`src/rtl/i281_mc_pkg.sv`:
```
// Shared definitions for the i281 multicycle control sequencer.
//   state_t           : sequencer state encoding (also exported on the debug port)
//   OP_*              : opcode nibble values (opcode_byte[7:4])
//   BR_*              : branch-type field values (opcode_byte[1:0])
//   FLAG_*            : bit positions inside flags_reg = {C, O, N, Z}
//   seq_last_state()  : final state of each instruction's sequence
//   op_* predicates   : per-opcode datapath behaviour used by the output decode
package i281_mc_pkg;

  typedef enum logic [2:0] {
    ST_IDLE   = 3'd0,
    ST_FETCH  = 3'd1,
    ST_DECODE = 3'd2,
    ST_EXEC   = 3'd3,
    ST_MEM    = 3'd4,
    ST_WB     = 3'd5
  } state_t;

  localparam logic [3:0] OP_NOOP   = 4'h0;
  localparam logic [3:0] OP_INPUT  = 4'h1;
  localparam logic [3:0] OP_MOVE   = 4'h2;
  localparam logic [3:0] OP_LOADI  = 4'h3;
  localparam logic [3:0] OP_ADD    = 4'h4;
  localparam logic [3:0] OP_ADDI   = 4'h5;
  localparam logic [3:0] OP_SUB    = 4'h6;
  localparam logic [3:0] OP_SUBI   = 4'h7;
  localparam logic [3:0] OP_LOAD   = 4'h8;
  localparam logic [3:0] OP_LOADF  = 4'h9;
  localparam logic [3:0] OP_STORE  = 4'hA;
  localparam logic [3:0] OP_STOREF = 4'hB;
  localparam logic [3:0] OP_SHIFT  = 4'hC;
  localparam logic [3:0] OP_CMP    = 4'hD;
  localparam logic [3:0] OP_JUMP   = 4'hE;
  localparam logic [3:0] OP_BR     = 4'hF;

  localparam logic [1:0] BR_BRE  = 2'd0;
  localparam logic [1:0] BR_BRNE = 2'd1;
  localparam logic [1:0] BR_BRG  = 2'd2;
  localparam logic [1:0] BR_BRGE = 2'd3;

  localparam int FLAG_Z = 0;
  localparam int FLAG_N = 1;
  localparam int FLAG_O = 2;
  localparam int FLAG_C = 3;

  // Final state of the sequence for a given opcode; the done cycle.
  function automatic state_t seq_last_state(input logic [3:0] opcode);
    case (opcode)
      OP_NOOP:                     return ST_DECODE;
      OP_CMP, OP_JUMP, OP_BR:      return ST_EXEC;
      OP_STORE, OP_STOREF:         return ST_MEM;
      default:                     return ST_WB;
    endcase
  endfunction

  function automatic logic op_is_branch(input logic [3:0] opcode);
    return (opcode == OP_JUMP) || (opcode == OP_BR);
  endfunction

  function automatic logic op_uses_mem(input logic [3:0] opcode);
    return (opcode == OP_INPUT) || (opcode == OP_LOAD) || (opcode == OP_LOADF) ||
           (opcode == OP_STORE) || (opcode == OP_STOREF);
  endfunction

  function automatic logic op_mem_read(input logic [3:0] opcode);
    return (opcode == OP_INPUT) || (opcode == OP_LOAD) || (opcode == OP_LOADF);
  endfunction

  function automatic logic op_writes_flags(input logic [3:0] opcode);
    return ((opcode >= OP_ADD) && (opcode <= OP_SUBI)) ||
           (opcode == OP_SHIFT) || (opcode == OP_CMP);
  endfunction

endpackage

```
`src/rtl/i281_mc_sequencer_branch_eval.sv`:
```
// Branch condition evaluator (purely combinational).
//   flags   : {C, O, N, Z}
//   br_type : branch-type field of the instruction
//   opcode  : opcode nibble
//   taken   : 1 for JUMP, condition result for BR, 0 for everything else
module i281_branch_eval
  import i281_mc_pkg::*;
(
  input  logic [3:0] flags,
  input  logic [1:0] br_type,
  input  logic [3:0] opcode,
  output logic       taken
);

  logic z, n, o;
  logic cond;
  logic unused_carry;

  assign z = flags[FLAG_Z];
  assign n = flags[FLAG_N];
  assign o = flags[FLAG_O];
  // Carry participates in no branch condition.
  assign unused_carry = flags[FLAG_C];

  // NOTE: every variable written in always_comb gets a default on entry so no
  // path leaves it unassigned, which would otherwise infer a latch.
  always_comb begin
    cond = 1'b0;
    case (br_type)
      BR_BRE:  cond = z;
      BR_BRNE: cond = !z;
      BR_BRG:  cond = !z && (n == o);
      BR_BRGE: cond = (n == o);
      default: cond = 1'b0;
    endcase
  end

  assign taken = (opcode == OP_JUMP) || ((opcode == OP_BR) && cond);

endmodule

```
`src/rtl/i281_mc_sequencer.sv`:
```
// Multicycle control sequencer for the i281 CPU.
// Ports:
//   clock, reset (sync, active-low)
//   run          : free-run level
//   step         : one-instruction pulse, honoured only in IDLE
//   opcode_byte  : {opcode[7:4], rA[3:2], rB/br_type[1:0]} from the opcode stage
//   flags_reg    : {C, O, N, Z}
//   ir_load, pc_inc, pc_load, alu_en, flags_we, mem_rd, mem_wr, reg_we :
//                  per-cycle datapath enables
//   next_instruction_trigger : pulse in the final cycle of every instruction
//   busy, state  : status / debug
//   retired      : completed-instruction counter, wraps
// All outputs are decoded from registered state only (Moore).
module i281_mc_sequencer
  import i281_mc_pkg::*;
#(
  parameter int CNT_W = 16
) (
  input  logic             clock,
  input  logic             reset,
  input  logic             run,
  input  logic             step,
  input  logic [7:0]       opcode_byte,
  input  logic [3:0]       flags_reg,
  output logic             ir_load,
  output logic             pc_inc,
  output logic             pc_load,
  output logic             alu_en,
  output logic             flags_we,
  output logic             mem_rd,
  output logic             mem_wr,
  output logic             reg_we,
  output logic             next_instruction_trigger,
  output logic             busy,
  output logic [2:0]       state,
  output logic [CNT_W-1:0] retired
);

  state_t           state_q, state_d;
  logic [7:0]       op_q;
  logic             taken_q;
  logic             taken_d;
  logic [CNT_W-1:0] retired_q;
  logic [3:0]       opcode;
  logic             done;
  logic             unused_ra;

  assign opcode    = op_q[7:4];
  // Register fields are consumed by the datapath, not the sequencer.
  assign unused_ra = ^op_q[3:2];

  // The final state never coincides with IDLE or FETCH, so equality alone
  // identifies the done cycle.
  assign done = (state_q == seq_last_state(opcode));

  // Flags are evaluated during DECODE against the opcode captured on entry.
  i281_branch_eval u_branch_eval (
    .flags   (flags_reg),
    .br_type (op_q[1:0]),
    .opcode  (opcode),
    .taken   (taken_d)
  );

  // State register.
  // NOTE: sequential state uses non-blocking assignments so every flop samples
  // pre-edge values, independent of statement order across always blocks.
  always_ff @(posedge clock) begin
    if (!reset) state_q <= ST_IDLE;
    else        state_q <= state_d;
  end

  // Instruction context and retirement count. The opcode is captured on the
  // FETCH->DECODE edge so DECODE's own outputs (NOOP completion) stay Moore;
  // the branch decision is captured on the DECODE->EXEC edge.
  always_ff @(posedge clock) begin
    if (!reset) begin
      op_q      <= '0;
      taken_q   <= 1'b0;
      retired_q <= '0;
    end else begin
      if (state_q == ST_FETCH)  op_q    <= opcode_byte;
      if (state_q == ST_DECODE) taken_q <= taken_d;
      if (done)                 retired_q <= retired_q + 1'b1;
    end
  end

  // Next-state logic.
  always_comb begin
    state_d = state_q;
    case (state_q)
      ST_IDLE:   if (run || step) state_d = ST_FETCH;
      ST_FETCH:  state_d = ST_DECODE;
      ST_DECODE: state_d = ST_EXEC;
      ST_EXEC:   state_d = op_uses_mem(opcode) ? ST_MEM : ST_WB;
      ST_MEM:    state_d = ST_WB;
      ST_WB:     state_d = ST_FETCH;
      default:   state_d = ST_IDLE;
    endcase
    // Instructions always run to completion; run only decides what follows.
    if (done) state_d = run ? ST_FETCH : ST_IDLE;
  end

  // Output decode.
  always_comb begin
    ir_load  = 1'b0;
    pc_inc   = 1'b0;
    pc_load  = 1'b0;
    alu_en   = 1'b0;
    flags_we = 1'b0;
    mem_rd   = 1'b0;
    mem_wr   = 1'b0;
    reg_we   = 1'b0;
    case (state_q)
      ST_FETCH: begin
        ir_load = 1'b1;
        pc_inc  = 1'b1;
      end
      ST_EXEC: begin
        alu_en   = !op_is_branch(opcode);
        flags_we = op_writes_flags(opcode);
        pc_load  = taken_q;
      end
      ST_MEM: begin
        mem_rd = op_mem_read(opcode);
        mem_wr = !op_mem_read(opcode);
      end
      ST_WB:   reg_we = 1'b1;
      default: ;
    endcase
  end

  assign next_instruction_trigger = done;
  assign busy    = (state_q != ST_IDLE);
  assign state   = state_q;
  assign retired = retired_q;

endmodule

```
`config.mk`:
```
export PLATFORM = sky130hd
export DESIGN_NAME = i281_mc_sequencer
export DESIGN_NICKNAME = d
export VERILOG_FILES = /design/src/rtl/i281_mc_pkg.sv /design/src/rtl/i281_mc_sequencer_branch_eval.sv /design/src/rtl/i281_mc_sequencer.sv
export SDC_FILE = /design/constraint.sdc
export NUM_CORES = 1
export LEC_CHECK = 0
export ABC_AREA = 1
export CORE_MARGIN = 2
export CORE_UTILIZATION = 44
export CTS_CLUSTER_SIZE = 30
export DETAILED_ROUTE_END_ITERATION = 8
export PLACE_DENSITY = 0.74
export SLEW_MARGIN = 30
export SYNTH_ARGS = -nofsm -noshare
export SYNTH_HDL_FRONTEND = slang
export SYNTH_SLANG_ARGS = --single-unit
```
`constraint.sdc`:
```
create_clock -name clock -period 1.65 [get_ports clock]
set_input_delay 0.165 -clock clock [delete_from_list [all_inputs] [get_ports clock]]
set_output_delay 0.165 -clock clock [all_outputs]
set_load 0.02 [all_outputs]
```
== Yosys cells after proc, flatten, opt, wreduce, memory -nomap -nowiden ==
Cells that the tools add are included.

* Add/sub/neg operators: 1
* $lt $le $gt $ge: 2
* Eq/ne operators: 20
* Muxes and demuxes: 14
* Reduce and logical (&&, ||, !) cells: 21

{| class="wikitable"
|+ Operator list
! kind !! count
|-
| == test 4 bit (second input constant) || 8
|-
| one-hot mux 3 bit (6 select lines) || 1
|-
| adder 16 x 1 -> 16 bit (second input constant) || 1
|-
| logical OR 1 bit || 9
|-
| 2-to-1 mux 1 bit || 9
|-
| one-hot mux 3 bit (3 select lines) || 1
|-
| == test 3 x 2 -> 1 bit (second input constant) || 2
|-
| == test 3 bit (second input constant) || 2
|-
| 2-to-1 mux 3 bit || 2
|-
| == test 2 bit (second input constant) || 2
|-
| == test 4 x 1 -> 1 bit (second input constant) || 1
|-
| >= comparator 4 x 3 -> 1 bit (second input constant) || 1
|-
| <= comparator 4 x 3 -> 1 bit (second input constant) || 1
|-
| logical NOT 4 bit || 1
|-
| one-hot mux 1 bit (4 select lines) || 1
|-
| == test 3 x 1 -> 1 bit (second input constant) || 1
|-
| == test 3 bit || 1
|-
| logical AND 1 bit || 3
|-
| logical NOT 1 bit || 3
|-
| logical NOT 3 bit || 1
|-
| inequality test 3 bit (second input constant) || 1
|-
| nonzero test 3 bit || 1
|-
| OR reduction 3 bit || 1
|-
| == test 2 x 1 -> 1 bit (second input constant) || 1
|-
| other kinds (3) || 3
|}

* Register bits after elaboration: 28
* Bits of input ports: 16
* Output and inout bits: 29
* Logic and storage cells: 62

== Logic depth before layout (Yosys ltp) ==
* Word-level depth: 8
* Gate-level depth with buffers: 11
* Gate-level depth less buffers: 11

== Modules after synthesis ==
From an unflattened synthesis, not the netlist that was laid out.

* Cells, all modules: 258
* Area total of the unflattened synthesis: 1645.3 sq um

{| class="wikitable"
|+ Modules (own cells, without submodules)
! module !! instances !! cells each !! area each (sq um) !! sequential area each (sq um)
|-
| i281_mc_sequencer || 1 || 240 || 1574.0 || 520.5
|-
| i281_branch_eval || 1 || 18 || 71.3 || 0.0
|}

== Least setup slack after synthesis ==
No wires, ideal clock.

* Kind: register to register
* From: register state_q[0] (netlist: state[0])
* To: register op_q[1]
* Library setup time: 0.120 ns
* Arrival: 1.502 ns
* Data required time: 1.530 ns
* Path slack: 0.029 ns
* Stages on the path, launching flop included: 6
* Path buffers: 0
* Period minus slack after synthesis: 1.621 ns
* Cell sequence: dfxtp_1 -> inv_2 -> nor3_2 -> inv_2 -> o21ai_0 -> a21oi_1

* Word-level cells in the longest chain between the ends: 1

{| class="wikitable"
|+ Ends and longest elaborated chain
! what !! line !! source
|-
| start: declaration || i281_mc_sequencer.sv:39 || <nowiki>state_t state_q, state_d;</nowiki>
|-
| start signal: assignment || i281_mc_sequencer.sv:69 || <nowiki>else state_q <= state_d;</nowiki>
|-
| == test 3 x 1 -> 1 bit || i281_mc_sequencer.sv:81 || <nowiki>if (state_q == ST_FETCH) op_q <= opcode_byte;</nowiki>
|-
| end signal: assignment || i281_mc_sequencer.sv:81 ||
|-
| end: declaration || i281_mc_sequencer.sv:40 || <nowiki>logic [7:0] op_q;</nowiki>
|}

No other way between the ends.
A chain may end at the register's enable or synchronous reset.

== Final worst setup path ==
* From: register state_q[0] (netlist: state[0])
* To: output state[0]

{| class="wikitable"
|+ RTL lines
! what !! line !! source
|-
| end: declaration || i281_mc_sequencer.sv:35 || <nowiki>output logic [2:0] state,</nowiki>
|}

No word-level cell between the ends.

==> metrics <==
status completed; synth top area cells dfxtp_1 32%, nand2_1 14%, nand3_1 9.0%, nor2_1 7.7%, a21oi_1 6.5%; first-pass GRT wire length between 7 and 8 mm; hold depth 3; fin crit period ~1600 ps; Setup Crit Path Kind reg2out; main flop type after synthesis dfxtp_1; ANT cells 0; initial antenna violation count 0; pwr dens 1450 mW/mm²; First-pass DRT Iterations 4; clock tree buffer depth 2; root buffer cell clkbuf_8; final setup TNS 0 ps; fmax ~0.63 GHz; via count about 1800; CTS Buf Count 3; area delta synth->final 43.84%; Final HPWL DP 3.071 mm; gr usage total about a fifth; crit share post-route a little over nine tenths; DR iter-0 viols 112; post-synth cell types 29; RR Endpoint retired[12]; Pwr Total approximately 3.4 mW; crit path launch type flip-flop; post-synthesis sequential area ratio 32.22%; Hold Fails Final Rpt 0; Post-Place Worst Slack -96.00 ps; Reg2Reg Depth 10; critical path arrival roughly 1400 ps; CTS tree built; die height between 60 and 70 µm; number of flops mapped to enable cells by yosys 0; element type at the critical path end output pin; synthesis-stage register bit count 26; setup slack, reg-to-reg roughly 170 ps; peak supply drop between 1 and 1.5 mV; synthesized instance count 245; H-Tree Depth 1; core area around 0.0036 mm²; Hold Crit Start opcode_byte[0]; Design Area, Final ~0.0023 mm²; syn_nets approximately 260; I/O pin count between 40 and 50; max-cap violations 0; Post-CTS Setup Bufs 0; Vias/cell about 5.0; Worst Skew between 3 and 4 ps; die width approximately 65 µm; post-synthesis cell area about 0.0016 mm²; clock sink count 26; drt total wl around 4.3 mm; layout cells sized above 1 between 20% and 30%; CP Max Fanout 3; Worst Tran Pin Value approximately 280 ps; final setup vio count 0; fin util about 64%; DR DRC count 0; post-route ant nets 0; Initial Util approximately 45%; Worst setup startpoint state[0]; WL per Instance approximately 12 µm; die area 0.004172 mm²; vias in the first global route 1652; RR Startpoint op_q[7]; Worst Slack Setup Final between 60 and 70 ps; Final Net Count 327; row count 22; CP required ~1500 ps; post-synthesis area per instance approximately 6.6 µm²; number of I/O port buffers 41; Pins Over Slew Limit 0; Worst Hold End op_q[0]; Yosys Warn Count 0; Worst-path clk slew approximately 90 ps; Fillers 336; GP Congestion roughly 0.86; Min-Delay Path Class in2reg; Worst-Skew Late Latency around 270 ps; largest area contributor in the netlist dfxtp_1; Synth top area share 32.22%; Leak roughly 0.94 nW; async set or reset register ratio after synthesis 0%; largest net degree at the start of global routing 18; grt ovf 0; Rel. slew slack about four fifths; Post-DP Area around 0.0022 mm²
-- cell families (layout without fill, tap and decap cells) --
family | after synthesis | count (layout) | synth area share, %
buffers and inverters | 32 | 96 | 9.372
adders and majority gates | 1 | 1 | 0.7745
xor gates and xnor gates | 10 | 10 | 6.584
AOI/OAI and AO/OA | 34 | 34 | 11.08
DFF | 26 | 26 | 32.22
and+or+nand+nor | 142 | 142 | 39.97
-- cells in the final DEF (no fill, tap or decap) --
| cell | netlist | routed |
|---|---|---|
| inv_1 | 20 | 19 |
| nor2_4 | 0 | 1 |
| a21oi_1 | 21 | 21 |
| xnor2_1 | 4 | 4 |
| nor2_1 | 33 | 32 |
| buf_6 | 2 | 1 |
| nor2_8 | 1 | 1 |
| o31ai_1 | 1 | 1 |
| nand3b_1 | 1 | 1 |
| xor2_1 | 5 | 5 |
| nor3_2 | 1 | 1 |
| inv_4 | 0 | 2 |
| nor3_4 | 0 | 1 |
| o21ai_1 | 0 | 1 |
| o211ai_1 | 1 | 1 |
| inv_2 | 4 | 5 |
| nand4_1 | 5 | 5 |
| o21ai_2 | 1 | 1 |
| buf_2 | 0 | 2 |
| nand3_1 | 29 | 29 |
| buf_4 | 1 | 25 |
| nor2_2 | 1 | 1 |
| dfxtp_2 | 0 | 3 |
| ha_1 | 1 | 1 |
| dfxtp_1 | 26 | 20 |
| nor3_1 | 2 | 1 |
| nand2_4 | 3 | 4 |
| nand2_2 | 4 | 6 |
| dfxtp_4 | 0 | 3 |
| clkdlybuf4s15_2 | 0 | 2 |
| nand2_1 | 62 | 59 |
| o21ai_0 | 10 | 9 |
| dlygate4sd2_1 | 0 | 2 |
| xor2_4 | 1 | 1 |
| clkdlybuf4s50_1 | 0 | 31 |
| bufinv_16 | 0 | 1 |
| clkdlybuf4s15_1 | 0 | 1 |
| clkbuf_2 | 0 | 2 |
| clkbuf_8 | 0 | 3 |
-- metrics by stage --
stage	hold slack, ps	std cells
after floorplan	299.9	245
after global placement	455.6	353
after detailed placement	480.5	353
after CTS	469.0	357
after global routing	502.6	357
final	470.7	357
-- final cells by class --
class,count,area [µm²],area share [%]
Clock buffer,3,41.29,1.777
Clock inverter,1,30.03,1.292
Inverter,26,102.6,4.416
Multi-Input combinational cell,187,974.7,41.95
Sequential cell,26,535.5,23.05
Tap cell,48,60.06,2.585
Timing Repair Buffer,66,579.3,24.93
-- report_power, final --
group / leakage (nW) / switching [mW] / internal (mW)
sequential: 0.215 / 0.129 / 0.771
clock: 0.0357 / 0.212 / 0.325
combinational: 0.689 / 1.15 / 0.780
total: 0.939 / 1.49 / 1.88
-- Yosys cell counts, types with 2 or more instances --
| master | instances |
|---|---|
| nor3_1 | 2 |
| nand2_4 | 3 |
| xor2_1 | 5 |
| a21oi_1 | 21 |
| nand2_2 | 4 |
| o21ai_0 | 10 |
| nand4_1 | 5 |
| dfxtp_1 | 26 |
| nand3_1 | 29 |
| nor2_1 | 33 |
| buf_6 | 2 |
| inv_1 | 20 |
| inv_2 | 4 |
| nand2_1 | 62 |
| xnor2_1 | 4 |
| clkbuf_1 | 2 |
-- how the worst max path moves through the flow --
stage,slack (ps),endpoint,depth (start not counted)
6_report,60,state[0],2
5_1_grt,-10,next_instruction_trigger,10
4_1_cts,-6,ir_load,3
3_5_place_dp,-100,next_instruction_trigger,8
3_3_place_gp,-70,next_instruction_trigger,8
2_1_floorplan,30,op_q[1],5
-- critical path: stages (launching register included) --
cell and delay (ps):
dfxtp_1 370, buf_4 170, clkdlybuf4s50_1 610
-- sequential cells by signal, summed over array words and instances, names as in the netlist --
signal and cells:
state 3, retired 16, op_q 6, taken_q 1
-- what timing repair did --
item / in CTS / in global routing
endpoints found under the setup margin: 10 / 10
resized for setup: 27 / 26
pin swaps: 0 / 6
hold buffers: 0 / 0
-- layer usage --
| metal | track usage [%] | part of all wire, % |
|---|---|---|
| met5 | 0 | 0 |
| met2 | 41.28 | 54 |
| met3 | 3.993 | 4.9 |
| met4 | 5.053 | 1.8 |
| met1 | 23.47 | 40 |
(Power assumes the default switching activity.)
